--- src/rtl/instr_fetch_queue.sv ---
// Fetch stage ahead of the decode/execute datapath.
// Owns the fetch PC, issues word reads to a multi-cycle instruction memory
// over req/ack, and buffers returned words in a first-word-fall-through
// FIFO of {instr, pc} entries. A redirect flushes the buffer and reloads the
// fetch PC. A request already on the bus keeps its address, and its data is
// dropped when the ack arrives.
//
// state  | meaning
// -------+--------------------------------------------------------------
// S_IDLE | no request outstanding; issue one next cycle if a slot is free
// S_REQ  | request to addr_q outstanding; its data is pushed on ack
// S_DROP | request outstanding but redirected away; discard data on ack
module instr_fetch_queue #(
    parameter int unsigned DEPTH    = 4,
    parameter logic [31:0] RESET_PC = 32'h0
) (
    input  logic                       clk_i,
    input  logic                       rst_i,
    input  logic                       redirect_i,
    input  logic [31:0]                redirect_pc_i,
    output logic                       imem_req_o,
    output logic [31:0]                imem_addr_o,
    input  logic                       imem_ack_i,
    input  logic [31:0]                imem_data_i,
    output logic                       instr_valid_o,
    output logic [31:0]                instr_o,
    output logic [31:0]                pc_o,
    output logic [31:0]                pc_plus4_o,
    input  logic                       instr_ready_i,
    output logic [$clog2(DEPTH+1)-1:0] count_o
);

    localparam int unsigned   PW   = $clog2(DEPTH);
    localparam int unsigned   CW   = $clog2(DEPTH + 1);
    localparam logic [CW-1:0] FULL = CW'(DEPTH);

    typedef enum logic [1:0] {
        S_IDLE = 2'd0,
        S_REQ  = 2'd1,
        S_DROP = 2'd2
    } state_t;

    state_t        state_q, state_d;
    logic [31:0]   fetch_pc_q, fetch_pc_d;
    logic [31:0]   addr_q, addr_d;
    logic [PW-1:0] rd_ptr_q, rd_ptr_d;
    logic [PW-1:0] wr_ptr_q, wr_ptr_d;
    logic [CW-1:0] count_q, count_d;
    logic [CW-1:0] count_after;

    logic [31:0]   instr_mem [DEPTH];
    logic [31:0]   pc_mem    [DEPTH];

    logic          head_valid;
    logic          push;
    logic          pop;
    logic [31:0]   redirect_pc_aligned;
    logic [31:0]   pc_next_seq;

    assign head_valid          = (count_q != '0);
    assign redirect_pc_aligned = redirect_pc_i & 32'hFFFF_FFFC;
    assign pc_next_seq         = fetch_pc_q + 32'd4;

    // Redirect overrides both queue operations in the same cycle.
    assign pop  = head_valid && instr_ready_i && !redirect_i;
    assign push = (state_q == S_REQ) && imem_ack_i && !redirect_i;

    // Occupancy after this cycle's push/pop; decides whether to keep streaming.
    assign count_after = count_q + CW'(push) - CW'(pop);

    // Next-state, fetch PC and request address.
    always_comb begin
        state_d    = state_q;
        fetch_pc_d = fetch_pc_q;
        addr_d     = addr_q;
        case (state_q)
            S_IDLE: begin
                if (redirect_i) begin
                    fetch_pc_d = redirect_pc_aligned;
                end else if (count_q < FULL) begin
                    state_d = S_REQ;
                    addr_d  = fetch_pc_q;
                end
            end
            S_REQ: begin
                if (redirect_i) begin
                    fetch_pc_d = redirect_pc_aligned;
                    state_d    = imem_ack_i ? S_IDLE : S_DROP;
                end else if (imem_ack_i) begin
                    fetch_pc_d = pc_next_seq;
                    if (count_after < FULL) begin
                        addr_d = pc_next_seq;
                    end else begin
                        state_d = S_IDLE;
                    end
                end
            end
            S_DROP: begin
                if (redirect_i) begin
                    fetch_pc_d = redirect_pc_aligned;
                end
                if (imem_ack_i) begin
                    state_d = S_IDLE;
                end
            end
            default: state_d = S_IDLE;
        endcase
    end

    // FIFO pointer and occupancy update; a redirect empties the queue.
    always_comb begin
        rd_ptr_d = rd_ptr_q;
        wr_ptr_d = wr_ptr_q;
        count_d  = count_q;
        if (redirect_i) begin
            rd_ptr_d = '0;
            wr_ptr_d = '0;
            count_d  = '0;
        end else begin
            if (push) wr_ptr_d = wr_ptr_q + PW'(1);
            if (pop)  rd_ptr_d = rd_ptr_q + PW'(1);
            count_d = count_after;
        end
    end

    // Control registers with asynchronous reset.
    always_ff @(posedge clk_i or posedge rst_i) begin
        if (rst_i) begin
            state_q    <= S_IDLE;
            fetch_pc_q <= RESET_PC;
            addr_q     <= RESET_PC;
            rd_ptr_q   <= '0;
            wr_ptr_q   <= '0;
            count_q    <= '0;
        end else begin
            state_q    <= state_d;
            fetch_pc_q <= fetch_pc_d;
            addr_q     <= addr_d;
            rd_ptr_q   <= rd_ptr_d;
            wr_ptr_q   <= wr_ptr_d;
            count_q    <= count_d;
        end
    end

    // Entry storage; contents are only visible when the head is valid, so no reset.
    always_ff @(posedge clk_i) begin
        if (push) begin
            instr_mem[wr_ptr_q] <= imem_data_i;
            pc_mem[wr_ptr_q]    <= addr_q;
        end
    end

    assign imem_req_o    = (state_q != S_IDLE);
    assign imem_addr_o   = addr_q;
    assign instr_valid_o = head_valid;
    assign instr_o       = head_valid ? instr_mem[rd_ptr_q] : 32'd0;
    assign pc_o          = head_valid ? pc_mem[rd_ptr_q] : 32'd0;
    assign pc_plus4_o    = head_valid ? (pc_mem[rd_ptr_q] + 32'd4) : 32'd0;
    assign count_o       = count_q;

endmodule

--- config.mk ---
export PLATFORM = sky130hd
export DESIGN_NAME = instr_fetch_queue
export DESIGN_NICKNAME = d
export VERILOG_FILES = /design/src/rtl/instr_fetch_queue.sv
export SDC_FILE = /design/constraint.sdc
export NUM_CORES = 1
export LEC_CHECK = 0
export BUFFER_PORTS_ARGS = -buffer_cell sky130_fd_sc_hd__clkbuf_2
export CAP_MARGIN = 0
export CORE_MARGIN = 2
export CORE_UTILIZATION = 45
export DETAILED_ROUTE_END_ITERATION = 8
export PLACE_DENSITY_LB_ADDON = 0.25
export SLEW_MARGIN = 15
export SYNTH_ARGS = -nofsm -noshare
export SYNTH_HDL_FRONTEND = slang
export SYNTH_SLANG_ARGS = --single-unit
export TNS_END_PERCENT = 50
--- constraint.sdc ---
create_clock -name clk_i -period 3.8 [get_ports clk_i]
set_input_delay 0.19 -clock clk_i [delete_from_list [all_inputs] [get_ports clk_i]]
set_output_delay 0.19 -clock clk_i [all_outputs]
set_load 0.01 [all_outputs]
# Word-level counts from Yosys, hierarchy flattened
# Memory sizes are Yosys's and may differ from the RTL's.
# Cells that the tools add are included.
[classes] add_sub_neg=6 magnitude_cmp=2 eq_ne=11 mux=28 reduce_logical=16
[ops] op="$mux W32" count=11
[ops] op="$pmux W32 S2" count=2
[ops] op="$add A32 B3 Y32 const B" count=2
[ops] op="$mux W2" count=11
[ops] op="$ne A2 B2 Y1 const B" count=5
[ops] op="$reduce_bool A2 Y1" count=5
[ops] op="$lt A3 B3 Y1 const B" count=2
[ops] op="$ne A3 B3 Y1 const B" count=2
[ops] op="$pmux W2 S3" count=1
[ops] op="$reduce_and A6 Y1" count=1
[ops] op="$reduce_and A5 Y1" count=1
[ops] op="$add A2 B1 Y2 const B" count=2
[ops] op="$logic_and A1 B1 Y1" count=4
[ops] op="$ne A2 B1 Y1 const B" count=2
[ops] op="$add A3 B1 Y3" count=1
[ops] op="$mux W3" count=1
[ops] op="$reduce_and A3 Y1" count=1
[ops] op="$reduce_bool A3 Y1" count=1
[ops] op="$sub A3 B1 Y3" count=1
[ops] op="$eq A2 B1 Y1 const B" count=1
[ops] op="$eq A2 B2 Y1 const B" count=1
[ops] op="$logic_not A2 Y1" count=1
[ops] op="$mux W1" count=2
[ops] op="$reduce_or A2 Y1" count=1
[ops] op="$logic_not A1 Y1" count=1
[totals] register_bits=73 mem_bits_rw=256 input_bits=69 memories=2
[memory_table] name="instr_mem" words=4 word_bits=32 read_ports=1 rd_ports_with_merged_regs=0 wr=1 line="51" text="logic [31:0] instr_mem [DEPTH];"
[memory_table] name="pc_mem" words=4 word_bits=32 read_ports=1 rd_ports_with_merged_regs=0 wr=1 line="52" text="logic [31:0] pc_mem [DEPTH];"

# Logic depth before layout (Yosys ltp)
# Gate-level depths: netlist of run 1.
[logic_depth] ltp_word=10 ltp_mapped=17 ltp_nobuf=14

# Worst setup path before layout of run 1
# Ideal clock, no wire load.
[synth_timing] path_kind="register to register" start="register state_q[0]" end="register addr_q[11] (netlist: imem_addr_o[11])" setup_ps=125 arrival_ps=3561 setup_slack_ps=114 path_stages_with_launch=15 n_path_buf=3 synth_period_minus_slack_ps=3686 cell_sequence="dfrtp_1 -> clkbuf_1 -> nor2b_1 -> clkbuf_1 -> buf_1 -> nand2_1 -> ha_1 -> inv_1 -> ha_1 -> inv_1 -> fa_1 -> xnor3_1 -> a31oi_1 -> nor3_1 -> mux2_2"
[synth_between] elab_chain_len=8 elab_cells_between_ends=15
[synth_lines] item="start, declared" line="43" text="state_t state_q, state_d;"
[synth_lines] item="start signal, assigned" line="136" text="state_q <= state_d;"
[synth_lines] item="$eq A2 B1 Y1" line="66, 76"
[synth_lines] item="$logic_and A1 B1 Y1 (2 in series)" line="66" text="assign push = (state_q == S_REQ) && imem_ack_i && !redirect_i;"
[synth_lines] item="$add A3 B1 Y3" line="69" text="assign count_after = count_q + CW'(push) - CW'(pop);"
[synth_lines] item="$sub A3 B1 Y3" line="69"
[synth_lines] item="$lt A3 B3 Y1" line="91" text="if (count_after < FULL) begin"
[synth_lines] item="$ne A2 B1 Y1 (no source line)"
[synth_lines] item="$reduce_and A6 Y1 (no source line)"
[synth_lines] item="end signal, assigned" line="138" text="addr_q <= addr_d;"
[synth_lines] item="end, declared" line="45" text="logic [31:0] addr_q, addr_d;"
# Parallel ways exist; a longest one is shown, timed or not.
# A chain may end at the register's enable or synchronous reset.

# Final worst setup path of run 1
[layout_timing] start="register rd_ptr_q[0]" end="output pc_plus4_o[30]"
[layout_between] elab_chain_len=3
[layout_lines] item="start, declared" line="46" text="logic [PW-1:0] rd_ptr_q, rd_ptr_d;"
[layout_lines] item="start signal, assigned" line="139" text="rd_ptr_q <= rd_ptr_d;"
[layout_lines] item="$mem_v2 Z4 W32"
[layout_lines] item="$add A32 B3 Y32" line="158" text="assign pc_plus4_o = head_valid ? (pc_mem[rd_ptr_q] + 32'd4) : 32'd0;"
[layout_lines] item="$mux W32" line="158"
[layout_lines] item="end, declared" line="28" text="output logic [31:0] pc_plus4_o,"
# Every way passes these cells.

==> results of run 1 <==
-- synth_stat cells (7+ instances only) --
master	instances	share of area
o22ai_1	10	0.0044
buf_1	7	0.0018
edfxtp_1	248	0.52
clkbuf_1	46	0.012
nor4_1	13	0.0057
and3_1	11	0.0048
ha_1	8	0.0070
and2_1	59	0.026
buf_4	9	0.0048
or3_1	13	0.0057
o21ai_0	49	0.017
a2bb2oi_1	9	0.0055
dfrtp_1	69	0.12
nand2_1	74	0.020
nor3_1	19	0.0067
nor2_1	68	0.018
nand4_1	12	0.0053
nand3_1	25	0.0088
a21oi_1	39	0.014
mux4_2	49	0.078
xnor2_1	32	0.020
xor2_1	8	0.0049
a31oi_1	10	0.0044
inv_1	12	0.0032
mux4_1	12	0.022
-- state kept, by name (all words and copies together) (netlist names) --
name and count:
instr_mem 128, fetch_pc_q 30, state_q 2, pc_mem 120, wr_ptr_q 2, count_o 3, imem_addr_o 30, rd_ptr_q 2
-- worst max-delay path: cells and delay by family (launching register included) --
kind | cells | cell delay (ns)
AND/OR/NAND/NOR | 3 | 1.13
multiplexers | 2 | 0.82
flip-flops | 1 | 0.62
adder cells (fa/ha/maj) | 1 | 0.24
buffers and inverters | 1 | 0.15
-- timing repair --
| item | 4_1_cts | 5_1_grt |
|---|---|---|
| setup endpoints to repair | 1 | 2 |
| endpoints found under the hold margin | 172 | 0 |
| gates resized for setup | 1 | 2 |
| hold buffers | 48 | 0 |
| setup buffers | 0 | 0 |
-- routing by layer --
layer,track usage,up-vias
met5,0,-
met4,0.0472,0
met3,0.0365,41
met2,0.328,278
met1,0.268,4421
li1,-,4244
-- where the power goes --
| part | switching [mW] | leakage [nW] | internal [mW] |
|---|---|---|---|
| Sequential | 0.588 | 3.06 | 4.33 |
| Combinational | 2.08 | 2.62 | 1.57 |
| Clock | 1.30 | 0.558 | 2.13 |
-- worst max path at each step --
stage | start | to
4_1_cts | rd_ptr_q[0] | pc_plus4_o[30]
6_report | rd_ptr_q[0] | pc_plus4_o[30]
2_1_floorplan | state_q[0] | imem_addr_o[11]
5_1_grt | rd_ptr_q[0] | pc_plus4_o[30]
3_5_place_dp | rd_ptr_q[0] | pc_plus4_o[30]
3_3_place_gp | state_q[0] | imem_addr_o[22]
-- kinds of logic (layout without fill, tap and decap cells) --
logic type               after synthesis  in the layout  share of synthesized area
AO/OA/AOI/OAI                        137            137                     0.0570
other                                  1              6                   0.000264
XOR/XNOR                              41             41                     0.0262
AND/OR/NAND/NOR                      330            330                      0.122
multiplexers                          73             73                      0.110
buffers and inverters                 87            339                     0.0306
adder cells (fa/ha/maj)                9              9                    0.00845
flip-flops                           317            317                      0.645
-- through the flow --
step	power [mW]	cells
2_1_floorplan	7.23	1000
3_5_place_dp	8.65	1543
5_1_grt	12.7	1654
6_report	12.0	1654
4_1_cts	12.1	1654
3_3_place_gp	8.57	1543
-- layout make-up --
cell class	instances	area, um2	share of cell area
timing repair buffer	264	1690	0.0979
clock buffer	50	975	0.0565
inverter	12	45.0	0.00261
clock inverter	13	203	0.0118
multi-input combinational	596	4650	0.270
tap	402	503	0.0292
sequential	317	9180	0.532
==> qor.yml, run 1 <==
die_w_um: 182
p_per_area_nw_per_um2: 696
crit_required_ns: 3.61
rsz0062_at_grt: "false"
fin_crit_sh: 0.962
worstPathArrival_ns: 3.47
final_cell_mix: "edfxtp_1 (248), clkbuf_2 (193), nand2_1 (74)"
max_freq_mhz: 273
finalNetCount: 1304
antenna_left: 0
slew_headroom: 0.227
min_path_cells: 3
setup_slack_ns: 0.143
worstSetupPathType: "reg2out"
dr_wl_met3_um: 1980
start_util: 0.454
io_pins: 202
met2_length_um: 15400
dr.pass1.iters: 5
netlist_instances: 995
synth-edff-count: 248
worstPathMaxFanout: 18
final.min_clock_period_ns: 3.66
grt_overflow: 0
via_per_inst: 5.43
max_stage_delay_ns: 0.66
diodes: 0
wl_met1_um: 14000
fin_setup_tns_ns: 0
area_growth_pct: 21.3
cts_buffers: 35
drt_iter0_markers: 589
die-area_um2: 33000
fillers: 2548
async_reset_ff_frac: 0.218
rows: 65
antenna_found_initial: 0
drive_gt1_frac: 0.276
hpwl_um: 20700
worst_slew_pin_slew_ns: 1.16
rr_worst_depth: 14
clkLatencyLatePin_ns: 0.50
netlist_area_um2: 14200
clockRootBuffer: "clkbuf_16"
slew_viol_final: 0
fin_util: 0.551
place_ws_ns: 0.553
clock_skew_ns: 0.0159
r2r_slack_ns: 0.53
leakage_nw: 6.24
worst_path_max_delay_cell: "or4_4"
grt_pass1_vias: 8884
placed_area_um2: 15600
cp-end-kind: "primary output"
hold_path_class: "in2reg"
ys_seq_elements: 317
final_common_cell: "edfxtp_1"
gp_congestion: 0.819
avgSynthCellArea_um2: 14.3
peakVddDrop_v: 0.000382
ys_seq_area_frac: 0.645
drt_wl_total_um: 31900
timing.hold.ws_ns: 0.0211
r2r-end: "imem_addr_o[24]"
min_to: "fetch_pc_q[13]"
outcome: "finished, final reports clean"
r2r_start: "state_q[0]"
wl_per_cell_um: 19.3
cts_tree: "built"
crit_chain: "mux4_2 > ha_1 > nand3_4 > or4_4 > nor4_2 > mux2_2 > clkbuf_2"
synth.distinct_cells: 62
grt_use_total: 0.196
vias: 8984
ys.flop_type: "edfxtp_1"
grt_max_degree: 66
h-tree-depth: 2
drc: 0
cts_max_path_buffers: 3
ys_warn_count: 0
stdcell_area_um2: 17200
cap_viol_max_count: 0
grt_pass1_wl_um: 50300
port_buffers: 193
clkTransAtPathRegs_ns: 0.06
cts_sinks: 317
routed.top_layer: "met4"
critPathLaunchType: "register"
min_from: "redirect_pc_i[13]"
coreArea_um2: 31300
setup_viol: 0
chipHeight_um: 182
finalHoldViolations: 0
Note: power is estimated with default switching activity, not from simulation.
==> inputs of run 2 (changes only) <==
Settings changed: CORE_UTILIZATION 45 to 52.
==> run 2 against run 1 <==
Net effect:
- combinational power grew 1%
- register-to-register slack gained 0.15 ns
- routed wire length shrank 2.1%
- total power grew 0.33%
- largest power group unchanged
- highest routed layer unchanged
==> qor.yml, run 2 (synthesized netlist as in run 1, its figures left out) <==
outcome: "finished, final reports clean"
h-tree-depth: 2  # unchanged
worstSetupPathType: "reg2out"
p_int_mw: 8.04  # about the same
place_inst: 1483  # -3.9%
final_common_cell: "edfxtp_1"
gp_congestion: 0.814  # -0.71%
drive_gt1_frac: 0.281  # +0.00514
switching_share: 0.332  # +0.00161
cts_buffers: 34  # -2.9%
reg.largest.list: "instr_mem x128, pc_mem x120"
finalNetCount: 1308  # +0.31%
dr.pass1.iters: 8  # +3
p_per_area_nw_per_um2: 699  # +0.51%
met2_length_um: 15200  # -1.6%
fin_setup_tns_ns: 0  # unchanged
fin_crit_sh: 0.951  # -0.0117
hpwl_um: 20300  # -2.0%
rows: 60  # -7.7%
cp-end-kind: "primary output"
grt_use_total: 0.222  # +0.0265
clkTransAtPathRegs_ns: 0.06  # about the same
cts_max_path_buffers: 3  # unchanged
grt_overflow: 0  # unchanged
grt_pass1_wl_um: 49500  # -1.7%
slew_headroom: 0.238  # +0.0109
critPathLaunchType: "register"
crit_required_ns: 3.61  # about the same
p_comb_frac: 0.307  # +0.003
largest_register: "instr_mem"
final.min_clock_period_ns: 3.61  # -0.0446 ns
rsz0062_at_grt: "false"
drt_wl_total_um: 31200  # -2.1%
clock_skew_ns: 0.0201  # +0.00425 ns
peakVddDrop_v: 0.000365  # -4.3%
die-area_um2: 28700  # -13%
chipHeight_um: 169  # -6.8%
wl_per_cell_um: 19.6  # +1.5%
cts_tree: "built"
coreArea_um2: 26900  # -14%
setup_viol: 0  # unchanged
p_switching_mw: 4.00  # +0.81%
dr_wl_met3_um: 1660  # -16%
clkPwrFrac: 0.285  # about the same
io_pins: 202  # unchanged
drc: 0  # unchanged
cts_sinks: 317  # unchanged
area_growth_pct: 21.1
clockRootBuffer: "clkbuf_16"
finalNonFillerCells: 1595  # -3.6%
fillers: 2004  # -21%
final_cell_mix: "edfxtp_1 (248), clkbuf_2 (193), nand2_1 (74)"
power_frac_seq: 0.408  # -0.002
leakage_nw: 6.27  # +0.50%
wl_met1_um: 13900  # -0.82%
worst_slew_pin_slew_ns: 1.14  # -0.0164 ns
diodes: 0  # unchanged
via_per_inst: 5.72  # +5.4%
grt_pass1_vias: 9029  # +1.6%
largest_reg_flops: 128  # unchanged
worstPathArrival_ns: 3.42  # -0.05 ns
hold_path_class: "in2reg"
start_util: 0.529  # +0.0749
drt_iter0_markers: 730  # +24%
vias: 9131  # +1.6%
antenna_found_initial: 0  # unchanged
worstPathMaxFanout: 13  # -5
port_buffers: 193  # unchanged
power_mw: 12.0  # +0.33%
routed.top_layer: "met4"
die_w_um: 169  # -6.8%
clkLatencyLatePin_ns: 0.50  # about the same
grt_max_degree: 66  # unchanged
cap_viol_max_count: 0  # unchanged
slew_viol_final: 0  # unchanged
max_freq_mhz: 277  # +1.2%
antenna_left: 0  # unchanged
finalHoldViolations: 0  # unchanged
-- run 2: through the flow --
stage	instance area (um2)	util	setup slack [ns]	hold slack, ns
CTS	17200	0.640	0.0278	0.000827
floorplan	14200	-	0.114	0.256
finish	17200	0.641	0.187	0.0145
global route	17200	0.641	0.0126	0.0000293
detailed placement	15500	0.577	0.567	0.358
global placement	15500	0.577	0.596	0.363
-- run 2: layer usage --
metal | vias to the layer above | GRT usage
met1 | 4582 | 0.318
met3 | 37 | 0.0354
met2 | 255 | 0.363
met5 | - | 0
li1 | 4257 | -
met4 | 0 | 0.0557
-- run 2: worst paths after layout --
check	startpoint	to	slack [ns]	depth (start not counted)
max in group asynchronous	rst_i	imem_addr_o[18]	2.59	4
min in group asynchronous	rst_i	fetch_pc_q[8]	0.36	3
worst max register to register	count_o[2]	imem_addr_o[31]	0.68	15
worst max-delay path	rd_ptr_q[0]	pc_plus4_o[29]	0.19	7
worst min-delay path	redirect_pc_i[9]	fetch_pc_q[9]	0.01	3
worst min register to register	imem_addr_o[13]	pc_mem[1][13]	0.54	0
-- run 2: layout make-up --
| type | count | area [um2] | share of cell area |
|---|---|---|---|
| Inverter | 12 | 45.0 | 0.00262 |
| Sequential cell | 317 | 9180 | 0.533 |
| Tap cell | 341 | 427 | 0.0248 |
| Timing Repair Buffer | 269 | 1730 | 0.101 |
| Clock buffer | 39 | 901 | 0.0523 |
| Clock inverter | 21 | 274 | 0.0159 |
| Multi-Input combinational cell | 596 | 4650 | 0.270 |
-- run 2: power groups by stage --
stage	logic (mW)	registers, mW	clock network, mW
floorplan	2.46	4.77	0
global placement	3.59	4.97	0
detailed placement	3.64	5.00	0
CTS	3.74	4.91	3.49
global route	4.05	4.99	3.64
finish	3.69	4.91	3.43
-- run 2: repair_timing --
item	in CTS	in global routing
hold endpoints to repair	180	0
hold buffers	51	0
setup buffers	1	0
setup endpoints to repair	1	4
resized for setup	0	2
-- run 2: critical path: stages, from the launching register on --
cell and delay (ns):
dfrtp_4 0.59, buf_8 0.20, mux4_1 0.47, nand3_2 0.10, or4_1 0.71, nor4_1 0.33
mux2_1 0.38, clkbuf_2 0.14
